<file path="config.mk">
export PLATFORM = sky130hd
export DESIGN_NAME = phy_read_capture_ctrl_flat
export DESIGN_NICKNAME = d
export VERILOG_FILES = /design/src/rtl/phy_read_capture_ctrl_if.sv /design/src/rtl/phy_read_capture_ctrl.sv /design/src/flat_wrapper.sv
export SDC_FILE = /design/constraint.sdc
export NUM_CORES = 2
export LEC_CHECK = 0
export ABC_AREA = 1
export ABC_CLOCK_PERIOD_IN_PS = 4100
export BUFFER_PORTS_ARGS = -buffer_cell sky130_fd_sc_hd__buf_2
export CORE_ASPECT_RATIO = 0.6
export CORE_MARGIN = 1.5
export CORE_UTILIZATION = 45
export CTS_CLUSTER_SIZE = 20
export DETAILED_ROUTE_END_ITERATION = 12
export HOLD_SLACK_MARGIN = 0.12
export SYNTH_ARGS = -nofsm -noshare
export SYNTH_HDL_FRONTEND = slang
export SYNTH_SLANG_ARGS = --single-unit
export TNS_END_PERCENT = 30
</file>
<file path="constraint.sdc">
create_clock -name clk2x -period 4.1 [get_ports clk2x]
set_clock_uncertainty 0.2 [all_clocks]
set_input_delay 0.205 -clock clk2x [delete_from_list [all_inputs] [get_ports clk2x]]
set_output_delay 0.205 -clock clk2x [all_outputs]
set_load 0.005 [all_outputs]
</file>
<file path="src/rtl/phy_read_capture_ctrl_if.sv">
// Capture-side beat bus and Read Buffer stream bus of phy_read_capture_ctrl.
// "master" drives beats and accepts the stream; "slave" is the capture block.
interface phy_read_capture_ctrl_if #(
    parameter int MEM_DATAWIDTH = 64
);
    logic                         burst_start;
    logic                         burst_chop;
    logic                         in_valid;
    logic [MEM_DATAWIDTH-1:0]     in_data;
    logic [MEM_DATAWIDTH/8-1:0]   in_dbi_n;
    logic [MEM_DATAWIDTH-1:0]     out_data;
    logic                         out_valid;
    logic                         out_ready;
    logic                         out_last;

    modport master (
        output burst_start, burst_chop, in_valid, in_data, in_dbi_n, out_ready,
        input  out_data, out_valid, out_last
    );

    modport slave (
        input  burst_start, burst_chop, in_valid, in_data, in_dbi_n, out_ready,
        output out_data, out_valid, out_last
    );
endinterface

</file>
<file path="src/rtl/phy_read_capture_ctrl.sv">
// DDR4 read-data capture: frames DQS beats into BL8/BC4 bursts, buffers them, streams out with LAST.
// Latency: beat visible on out_* one cycle after capture; read_ack one cycle after the last beat.
// Backpressure: out_ready stalls the FWFT head; a full FIFO drops beats (overflow_err). PHY_READ_DBI_EN enables DBI inversion.
module phy_read_capture_ctrl #(
    parameter int PHY_CHANNEL   = 0,
    parameter int MEM_DATAWIDTH = 64,
    parameter int FIFO_DEPTH    = 32,
    parameter int BURST_LENGTH  = 8,
    parameter int DESC_DEPTH    = 4
) (
    input  logic                          clk2x,
    input  logic                          rst,
    phy_read_capture_ctrl_if.slave        bus,
    output logic                          read_ack,
    output logic [$clog2(FIFO_DEPTH):0]   fifo_level,
    output logic                          overflow_err,
    output logic                          protocol_err
);
    localparam int AW = $clog2(FIFO_DEPTH);
    localparam int DW = $clog2(DESC_DEPTH);
    localparam int BW = $clog2(BURST_LENGTH) + 1;
    localparam logic [BW-1:0] LEN_FULL  = BW'(BURST_LENGTH);
    localparam logic [BW-1:0] LEN_CHOP  = BW'(BURST_LENGTH / 2);
    localparam logic [AW:0]   LVL_FULL  = (AW+1)'(FIFO_DEPTH);
    localparam logic [DW:0]   DESC_FULL = (DW+1)'(DESC_DEPTH);
    localparam int unused_chan = PHY_CHANNEL;

    typedef enum logic {ST_IDLE, ST_CAPTURE} state_t;

    logic [MEM_DATAWIDTH-1:0] mem_q      [FIFO_DEPTH];
    logic [BW-1:0]            desc_len_q [DESC_DEPTH];

    state_t         state_q, state_d;
    logic [AW-1:0]  wr_ptr_q, wr_ptr_d, rd_ptr_q, rd_ptr_d;
    logic [AW:0]    level_q, level_d;
    logic [BW-1:0]  wr_beat_q, wr_beat_d, rd_beat_q, rd_beat_d, cur_len_q, cur_len_d;
    logic [DW-1:0]  dwr_ptr_q, dwr_ptr_d, drd_ptr_q, drd_ptr_d;
    logic [DW:0]    dcnt_q, dcnt_d;
    logic           read_ack_q, read_ack_d, ovf_q, ovf_d, prot_q, prot_d;

    logic                     fifo_full, desc_full, head_active, out_vld, out_lst;
    logic                     pop, desc_pop, beat, push, drop, start_ok;
    logic [BW-1:0]            head_len;
    logic [DW-1:0]            dtail_ptr;
    logic [MEM_DATAWIDTH-1:0] wr_data;

    always_comb begin
        wr_data = bus.in_data;
`ifdef PHY_READ_DBI_EN
        for (int i = 0; i < MEM_DATAWIDTH/8; i++) begin
            if (!bus.in_dbi_n[i]) wr_data[i*8 +: 8] = ~bus.in_data[i*8 +: 8];
        end
`endif
    end

`ifdef PHY_READ_DBI_EN
`else
    logic unused_dbi;
    assign unused_dbi = ^bus.in_dbi_n;
`endif

    assign fifo_full   = (level_q == LVL_FULL);
    assign desc_full   = (dcnt_q == DESC_FULL);
    assign head_len    = desc_len_q[drd_ptr_q];
    assign dtail_ptr   = dwr_ptr_q - DW'(1);
    assign head_active = (state_q == ST_CAPTURE) && (dcnt_q == (DW+1)'(1));
    assign out_vld     = (level_q != '0);
    assign out_lst     = out_vld && (dcnt_q != '0) && (head_len != '0) &&
                         (rd_beat_q == head_len - 1'b1);
    assign pop         = out_vld && bus.out_ready;
    // A burst whose every beat was dropped owns no data; retire its descriptor once capture is done.
    assign desc_pop    = (pop && out_lst) ||
                         ((dcnt_q != '0) && (head_len == '0) && !head_active);
    assign beat        = (state_q == ST_CAPTURE) && bus.in_valid;
    assign push        = beat && !fifo_full;
    assign drop        = beat && fifo_full;
    assign start_ok    = (state_q == ST_IDLE) && bus.burst_start && !desc_full;

    always_comb begin
        state_d    = state_q;
        wr_ptr_d   = wr_ptr_q;
        rd_ptr_d   = rd_ptr_q;
        level_d    = level_q;
        wr_beat_d  = wr_beat_q;
        rd_beat_d  = rd_beat_q;
        cur_len_d  = cur_len_q;
        dwr_ptr_d  = dwr_ptr_q;
        drd_ptr_d  = drd_ptr_q;
        dcnt_d     = dcnt_q;
        read_ack_d = 1'b0;
        ovf_d      = ovf_q || drop;
        prot_d     = prot_q;

        case (state_q)
            ST_IDLE: begin
                if (bus.burst_start) begin
                    if (!desc_full) begin
                        state_d   = ST_CAPTURE;
                        wr_beat_d = '0;
                        cur_len_d = bus.burst_chop ? LEN_CHOP : LEN_FULL;
                    end else begin
                        prot_d = 1'b1;
                    end
                end
                if (bus.in_valid) prot_d = 1'b1;
            end
            default: begin
                if (bus.burst_start) prot_d = 1'b1;
                if (bus.in_valid) begin
                    wr_beat_d = wr_beat_q + 1'b1;
                    if (wr_beat_q == cur_len_q - 1'b1) begin
                        state_d    = ST_IDLE;
                        read_ack_d = 1'b1;
                    end
                end
            end
        endcase

        if (push) wr_ptr_d = wr_ptr_q + 1'b1;
        if (pop) begin
            rd_ptr_d  = rd_ptr_q + 1'b1;
            rd_beat_d = out_lst ? '0 : rd_beat_q + 1'b1;
        end
        case ({push, pop})
            2'b10:   level_d = level_q + 1'b1;
            2'b01:   level_d = level_q - 1'b1;
            default: level_d = level_q;
        endcase

        if (start_ok) dwr_ptr_d = dwr_ptr_q + 1'b1;
        if (desc_pop) drd_ptr_d = drd_ptr_q + 1'b1;
        case ({start_ok, desc_pop})
            2'b10:   dcnt_d = dcnt_q + 1'b1;
            2'b01:   dcnt_d = dcnt_q - 1'b1;
            default: dcnt_d = dcnt_q;
        endcase
    end

    always_ff @(posedge clk2x or negedge rst) begin
        if (!rst) begin
            state_q    <= ST_IDLE;
            wr_ptr_q   <= '0;
            rd_ptr_q   <= '0;
            level_q    <= '0;
            wr_beat_q  <= '0;
            rd_beat_q  <= '0;
            cur_len_q  <= '0;
            dwr_ptr_q  <= '0;
            drd_ptr_q  <= '0;
            dcnt_q     <= '0;
            read_ack_q <= 1'b0;
            ovf_q      <= 1'b0;
            prot_q     <= 1'b0;
        end else begin
            state_q    <= state_d;
            wr_ptr_q   <= wr_ptr_d;
            rd_ptr_q   <= rd_ptr_d;
            level_q    <= level_d;
            wr_beat_q  <= wr_beat_d;
            rd_beat_q  <= rd_beat_d;
            cur_len_q  <= cur_len_d;
            dwr_ptr_q  <= dwr_ptr_d;
            drd_ptr_q  <= drd_ptr_d;
            dcnt_q     <= dcnt_d;
            read_ack_q <= read_ack_d;
            ovf_q      <= ovf_d;
            prot_q     <= prot_d;
        end
    end

    // Storage is deliberately not reset; level/pointers alone define validity.
    always_ff @(posedge clk2x) begin
        if (push) mem_q[wr_ptr_q] <= wr_data;
    end

    // Dropped beats shrink the active burst's descriptor so the reader frames on stored beats.
    always_ff @(posedge clk2x) begin
        if (start_ok) desc_len_q[dwr_ptr_q] <= bus.burst_chop ? LEN_CHOP : LEN_FULL;
        else if (drop && desc_len_q[dtail_ptr] != '0)
            desc_len_q[dtail_ptr] <= desc_len_q[dtail_ptr] - 1'b1;
    end

    assign bus.out_valid = out_vld;
    assign bus.out_last  = out_lst;
    assign bus.out_data  = out_vld ? mem_q[rd_ptr_q] : '0;
    assign read_ack      = read_ack_q;
    assign fifo_level    = level_q;
    assign overflow_err  = ovf_q;
    assign protocol_err  = prot_q;
endmodule

</file>
<file path="src/flat_wrapper.sv">
// flat-port wrapper written by rule: the top's interface ports become plain ports
module phy_read_capture_ctrl_flat 
#(
    parameter int PHY_CHANNEL   = 0,
    parameter int MEM_DATAWIDTH = 64,
    parameter int FIFO_DEPTH    = 32,
    parameter int BURST_LENGTH  = 8,
    parameter int DESC_DEPTH    = 4
)
  (clk2x, rst, read_ack, fifo_level, overflow_err, protocol_err, bus_burst_start, bus_burst_chop, bus_in_valid, bus_in_data, bus_in_dbi_n, bus_out_ready, bus_out_data, bus_out_valid, bus_out_last);
  phy_read_capture_ctrl_if #(.MEM_DATAWIDTH(MEM_DATAWIDTH)) bus_i ();
  input  logic clk2x;
  input  logic rst;
  output logic read_ack;
  output logic [$clog2(FIFO_DEPTH):0] fifo_level;
  output logic overflow_err;
  output logic protocol_err;
  input wire logic [$bits(bus_i.burst_start)-1:0] bus_burst_start;
  input wire logic [$bits(bus_i.burst_chop)-1:0] bus_burst_chop;
  input wire logic [$bits(bus_i.in_valid)-1:0] bus_in_valid;
  input wire logic [$bits(bus_i.in_data)-1:0] bus_in_data;
  input wire logic [$bits(bus_i.in_dbi_n)-1:0] bus_in_dbi_n;
  input wire logic [$bits(bus_i.out_ready)-1:0] bus_out_ready;
  output wire logic [$bits(bus_i.out_data)-1:0] bus_out_data;
  output wire logic [$bits(bus_i.out_valid)-1:0] bus_out_valid;
  output wire logic [$bits(bus_i.out_last)-1:0] bus_out_last;
  assign bus_i.burst_start = bus_burst_start;
  assign bus_i.burst_chop = bus_burst_chop;
  assign bus_i.in_valid = bus_in_valid;
  assign bus_i.in_data = bus_in_data;
  assign bus_i.in_dbi_n = bus_in_dbi_n;
  assign bus_i.out_ready = bus_out_ready;
  assign bus_out_data = bus_i.out_data;
  assign bus_out_valid = bus_i.out_valid;
  assign bus_out_last = bus_i.out_last;
  phy_read_capture_ctrl #(.PHY_CHANNEL(PHY_CHANNEL), .MEM_DATAWIDTH(MEM_DATAWIDTH), .FIFO_DEPTH(FIFO_DEPTH), .BURST_LENGTH(BURST_LENGTH), .DESC_DEPTH(DESC_DEPTH)) u_core (.clk2x(clk2x), .rst(rst), .bus(bus_i), .read_ack(read_ack), .fifo_level(fifo_level), .overflow_err(overflow_err), .protocol_err(protocol_err));
endmodule
</file>
### Word-level counts from Yosys, hierarchy flattened

Memories as Yosys holds them, arrays and structs flattened.
Cells that the tools add are included.

| word-level totals | value |
|---|---|
| register bits | 39 |
| bits in writable memories | 2064 |
| output and inout bits | 75 |
| word-level logic and storage cells | 108 |
| memories | 2 |

| cells by class | value |
|---|---|
| add/sub/neg operators | 14 |
| eq/ne operators | 12 |
| mux-type cells | 32 |
| bitwise gates (word level) | 2 |
| reduce and logical (&&, ||, !) cells | 33 |

Memories:

| name | depth | bits a word | read ports | clocked after Yosys merged registers in | write ports | line | text |
|---|---|---|---|---|---|---|---|
| u_core.mem_q | 32 | 64 | 1 | 0 | 1 | phy_read_capture_ctrl.sv:30 | `logic [MEM_DATAWIDTH-1:0] mem_q [FIFO_DEPTH];` |
| u_core.desc_len_q | 4 | 4 | 2 | 0 | 1 | phy_read_capture_ctrl.sv:31 | `logic [BW-1:0] desc_len_q [DESC_DEPTH];` |

Operators with widths:

| kind | count |
|---|---|
| $mux W64 | 1 |
| $mux W4 | 7 |
| $mux W1 | 21 |
| $logic_and A1 B1 Y1 | 14 |
| $pmux W6 S2 | 1 |
| $sub A4 B1 Y4 const B | 3 |
| $add A5 B1 Y5 const B | 2 |
| $reduce_and A3 Y1 | 3 |
| $add A4 B1 Y4 const B | 2 |
| $eq A4 B4 Y1 | 2 |
| $reduce_bool A2 Y1 | 4 |
| $reduce_bool A4 Y1 | 2 |
| $add A6 B1 Y6 const B | 1 |
| $eq A6 B6 Y1 const B | 1 |
| $pmux W3 S2 | 1 |
| $reduce_bool A3 Y1 | 2 |
| $reduce_bool A6 Y1 | 1 |
| $sub A6 B1 Y6 const B | 1 |
| $add A2 B1 Y2 const B | 2 |
| $eq A2 B1 Y1 const B | 2 |
| $eq A2 B2 Y1 const B | 2 |
| $logic_not A4 Y1 | 1 |
| $ne A2 B2 Y1 const B | 2 |
| $reduce_or A4 Y1 | 1 |
| other kinds (10) | 14 |

### Logic depth before layout (Yosys ltp)

An unclocked memory read counts as a cell.

| logic depth | value |
|---|---|
| word-level depth | 9 |
| gate-level depth with buffers | 18 |

### Least setup slack after synthesis

No wires, ideal clock.

| timing path | value |
|---|---|
| path kind | register -> register |
| start point | register u_core.level_q[0] (netlist: u_core.fifo_level[0]) |
| end point | memory u_core.mem_q[31][0] (enable) |
| setup time | 0.486 ns |
| arrival time | 3.726 ns |
| required time | 3.414 ns |
| setup slack | -0.312 ns |
| cell stages (with the launch flop) | 7 |
| buffers on the path | 0 |
| cells stage by stage | dfrtp_1 nor2_1 nand4_1 nand2_1 nor2_1 nand3_1 nor2_1 |

| on the way | value |
|---|---|
| word-level cells in the longest chain between the ends | 5 |

RTL lines:

| item | line | text |
|---|---|---|
| start: declaration | phy_read_capture_ctrl.sv:35 | `logic [AW:0] level_q, level_d;` |
| start signal: assignment | phy_read_capture_ctrl.sv:158 | `level_q <= level_d;` |
| $eq A6 B6 Y1 | phy_read_capture_ctrl.sv:62 | `assign fifo_full = (level_q == LVL_FULL);` |
| $logic_not A1 Y1 | phy_read_capture_ctrl.sv:75 | `assign push = beat && !fifo_full;` |
| $logic_and A1 B1 Y1 | phy_read_capture_ctrl.sv:75 |  |
| $mux W1 | phy_read_capture_ctrl.sv:173 | `if (push) mem_q[wr_ptr_q] <= wr_data;` |
| $mux W1 (implied by the code) | phy_read_capture_ctrl.sv:173 |  |
| end: declaration | phy_read_capture_ctrl.sv:30 |  |

No other way between the ends.

### Final worst setup path

| timing path | value |
|---|---|
| start point | register u_core.rd_ptr_q[1] |
| end point | output bus_out_data[8] |

| on the way | value |
|---|---|
| word-level cells in the longest chain between the ends | 2 |

RTL lines:

| item | line | text |
|---|---|---|
| start: declaration | phy_read_capture_ctrl.sv:34 | `logic [AW-1:0] wr_ptr_q, wr_ptr_d, rd_ptr_q, rd_ptr_d;` |
| start signal: assignment | phy_read_capture_ctrl.sv:157 | `rd_ptr_q <= rd_ptr_d;` |
| $mem_v2 Z32 W64 | -- |  |
| $mux W64 | phy_read_capture_ctrl.sv:185 | `assign bus.out_data = out_vld ? mem_q[rd_ptr_q] : '0;` |
| end: declaration | flat_wrapper.sv:24 | `output wire logic [$bits(bus_i.out_data)-1:0] bus_out_data;` |

No other way between the ends.

==> impl_metrics.ini <==
[timing]
grt_setup_unrepaired = yes
tightestPinTransition_ps = 1110
whs_ps = 207
clock.fmax_mhz = 250
min_period_ps = 4000
max_slew_margin_pct = 26.2
hold_viol = 0
drv_slew = 0
setup_viol = 0
setup_tns_ps = 0
fin_crit_sh_pct = 97.6

[routing]
wire_per_inst_um = 26.6
dr.pass1.iters = 6
routed_wl_mm = 243
drc = 0
drt-initial-drc-count = 7258
viasPerCell = 5.90
drtAntennaViolNets = 0
dr_total_vias = 53900

[floorplanning]
initial_core_util_pct = 45.5
fp.coreArea_mm2 = 0.182
io_pins = 153
die_area_mm2 = 0.187
die_h_um = 335
rows = 121
die_w_um = 557

[global_route]
grt_start_max_net_pins = 171
antenna_found_initial = 14
grt_pass1_vias = 49800
grt_use_total_pct = 25.7
grt_pass1_wl_mm = 352
overflow = 0

[worst_setup_path]
crit_slowest_cell = dfrtp_4
critPathMaxStageDelay_ps = 680
arrival_ps = 3600
worstPathCellList = buf_12, o21ai_0, o211ai_1, nand3_1, nand3_1, o21ai_0, nor2_1, buf_2
cp_data_required_time_ps = 3690
path_class = reg -> out
worst_setup_path_start_kind = register
crit_fanout = 145
cp-end-kind = output pin

[clock_tree]
insertion_delay_ps = 820
cts-buffers-inserted = 192
cts_htree_levels = 4
cts-root-buf = clkbuf_16
cts_tree = built
cts_buffer_depth = 4
clkTransAtPathRegs_ps = 60
cts.sinks = 2101

[final_layout]
regArea_mm2 = 0.0629
multi_input_area_mm2 = 0.0181
drive_above_1_share_pct = 9.57
area_growth_syn_to_layout_pct = 13.7
final_nets = 6627
fillers = 15300
stdcell_area_mm2 = 0.0943

[placement]
dp_hpwl_mm = 120
postPlaceCellArea_mm2 = 0.0875
gp_congestion = 0.783
io_buffer_count = 144

[logic_synthesis]
syn_avg_cell_area_um2 = 13.0
synth_top_area_share_pct = 74.8
syn_area_mm2 = 0.0829
netlist_instances = 6371
yosysWarningCount = 0
yosysUniqueCellTypes = 36
yosysTopAreaCell = edfxtp_1
ys_seq_area_share_pct = 75.9
syn-num-nets = 6469
ys_seq_elements = 2101
synth_area_leaders = edfxtp_1, nor2_1, o21ai_0

[power_and_ir_drop]
p_leak_nw = 30.5
p_per_area_mw_per_mm2 = 701
total_power_w = 0.0661
ir_worst_vdd_uv = 644

[min_path]
hold_class = in -> reg

[outcome]
status = finished, final reports clean

[flow_run]
drv_cap = 0
==> cells by family after synthesis <==
kind of cell	Yosys count	synth area share, %
adder cells (fa/ha/maj)	20	0.311
AND/OR/NAND/NOR	2060	9.73
AO/OA/AOI/OAI	1683	11.3
buffers and inverters	487	2.58
XOR/XNOR	20	0.211
flip-flops	2101	75.9
==> timing repair <==
action,4_1_cts,5_1_grt
endpoints found under the hold margin,2131,0
pin swaps,0,0
resized for setup,8,7
gates cloned,0,1
hold buffers,77,0
setup buffers,0,4
endpoints found under the setup margin,9,36
==> worst max-delay path, delay by kind of cell, from the launching register on <==
family                 cells  cell delay, ps
buffers and inverters      2             630
and+or+nand+nor            3             520
DFF                        1             680
AOI/OAI and AO/OA          3             600
==> flip-flops by register name (all words and copies together) (netlist names) <==
| signal | count |
|---|---|
| u_core.mem_q | 2048 |
| u_core.desc_len_q | 16 |
| u_core.fifo_level | 6 |
| u_core.rd_ptr_q | 5 |
| u_core.wr_ptr_q | 5 |
| u_core.rd_beat_q | 4 |
| u_core.wr_beat_q | 4 |
| u_core.dcnt_q | 3 |
| u_core.cur_len_q | 2 |
| u_core.drd_ptr_q | 2 |
| u_core.dwr_ptr_q | 2 |
| u_core.overflow_err | 1 |
| u_core.protocol_err | 1 |
| u_core.read_ack | 1 |
| u_core.state_q | 1 |
==> per-layer routing <==
metal	GRT usage (%)	part of all wire [%]	vias up
met5	0	0.033	-
met2	37.3	43	2744
li1	-	-	23800
met1	40.6	45	27000
met3	4.23	10	334
met4	4.97	1.9	12
==> per-stage QoR <==
| step | utilization [%] | worst slack [ps] | std cells |
|---|---|---|---|
| floorplan | - | -310 | 6371 |
| global placement | 48.0 | 752 | 8713 |
| detailed placement | 48.0 | 756 | 8713 |
| CTS | 51.7 | -4.56 | 9129 |
| global route | 51.7 | -2.22 | 9135 |
| finish | 51.8 | 99.9 | 9141 |
==> area by class of cell <==
cell class	count	area share, %
well taps	2460	3.27
repair inverters	1	0.0119
inverters	50	0.265
clock inverters	94	0.780
flip-flops and latches	2101	66.7
multi-input cells	3783	19.2
repair buffers	400	4.24
diodes	7	0.0186
clock buffers	245	5.46
==> cells in the mapped netlist <==
| cell type | instances |
|---|---|
| edfxtp_1 | 2064 |
| nor2_1 | 1438 |
| o21ai_0 | 1033 |
| nand2_1 | 373 |
| o22ai_1 | 322 |
| clkbuf_1 | 257 |
| nand3_1 | 227 |
| o211ai_1 | 166 |
| buf_2 | 131 |
| o21ai_1 | 93 |
| inv_1 | 45 |
| dfrtp_1 | 37 |
| a31oi_1 | 35 |
| buf_1 | 20 |
| ha_1 | 19 |
| a21oi_1 | 17 |
| buf_4 | 17 |
| xor2_1 | 14 |
| o221ai_1 | 13 |
| nand4_1 | 12 |
| buf_6 | 9 |
| xnor2_1 | 6 |
| or2_2 | 4 |
| nor3_1 | 3 |
| clkbuf_2 | 2 |
| clkinv_1 | 2 |
| inv_2 | 2 |
| o21a_1 | 2 |
| a211oi_1 | 1 |
| a221o_1 | 1 |
| buf_8 | 1 |
| fa_1 | 1 |
| inv_4 | 1 |
| nand2_2 | 1 |
| nand2b_1 | 1 |
| nand3b_1 | 1 |
==> cell usage in the layout, fill, tap and decap left out, types with 5 or more instances in the layout <==
master and instances:
edfxtp_1 2064, nor2_1 1400, o21ai_0 1033, nand2_1 373, o22ai_1 322, nand3_1 227
clkbuf_16 195, o211ai_1 166, buf_2 144, o21ai_1 93, buf_12 88, buf_4 84
dlygate4sd3_1 76, inv_1 42, clkbuf_1 42, clkinv_2 39, clkinv_1 38, a31oi_1 35
nor2_4 33, dfrtp_1 33, ha_1 19, a21oi_1 17, xor2_1 14, o221ai_1 13
nand4_1 12, bufinv_16 11, clkbuf_8 8, diode_2 7, xnor2_1 6, buf_6 6
nor2_2 5
==> final timing paths <==
kind                                       endpoint  slack, ps  depth (start not counted)           startpoint
worst max-delay path                bus_out_data[8]        100                          8   u_core.rd_ptr_q[1]
worst min-delay path            u_core.wr_beat_q[1]        210                          5         bus_in_valid
worst max register to register     u_core.dcnt_q[2]        710                         17  u_core.drd_ptr_q[0]
worst min register to register  u_core.overflow_err        260                          1  u_core.overflow_err
max in group asynchronous        u_core.rd_ptr_q[0]       3120                          4                  rst
min in group asynchronous       u_core.rd_beat_q[0]        330                          4                  rst
==> power breakdown <==
group / total [W] / leakage [nW] / internal (W) / switching [W]
sequential: 0.0254 / 19.0 / 0.0249 / 0.000553
combinational: 0.0233 / 8.53 / 0.00697 / 0.0164
clock: 0.0173 / 2.90 / 0.00954 / 0.00779
total: 0.0661 / 30.5 / 0.0414 / 0.0247
(Power assumes the default switching activity.)
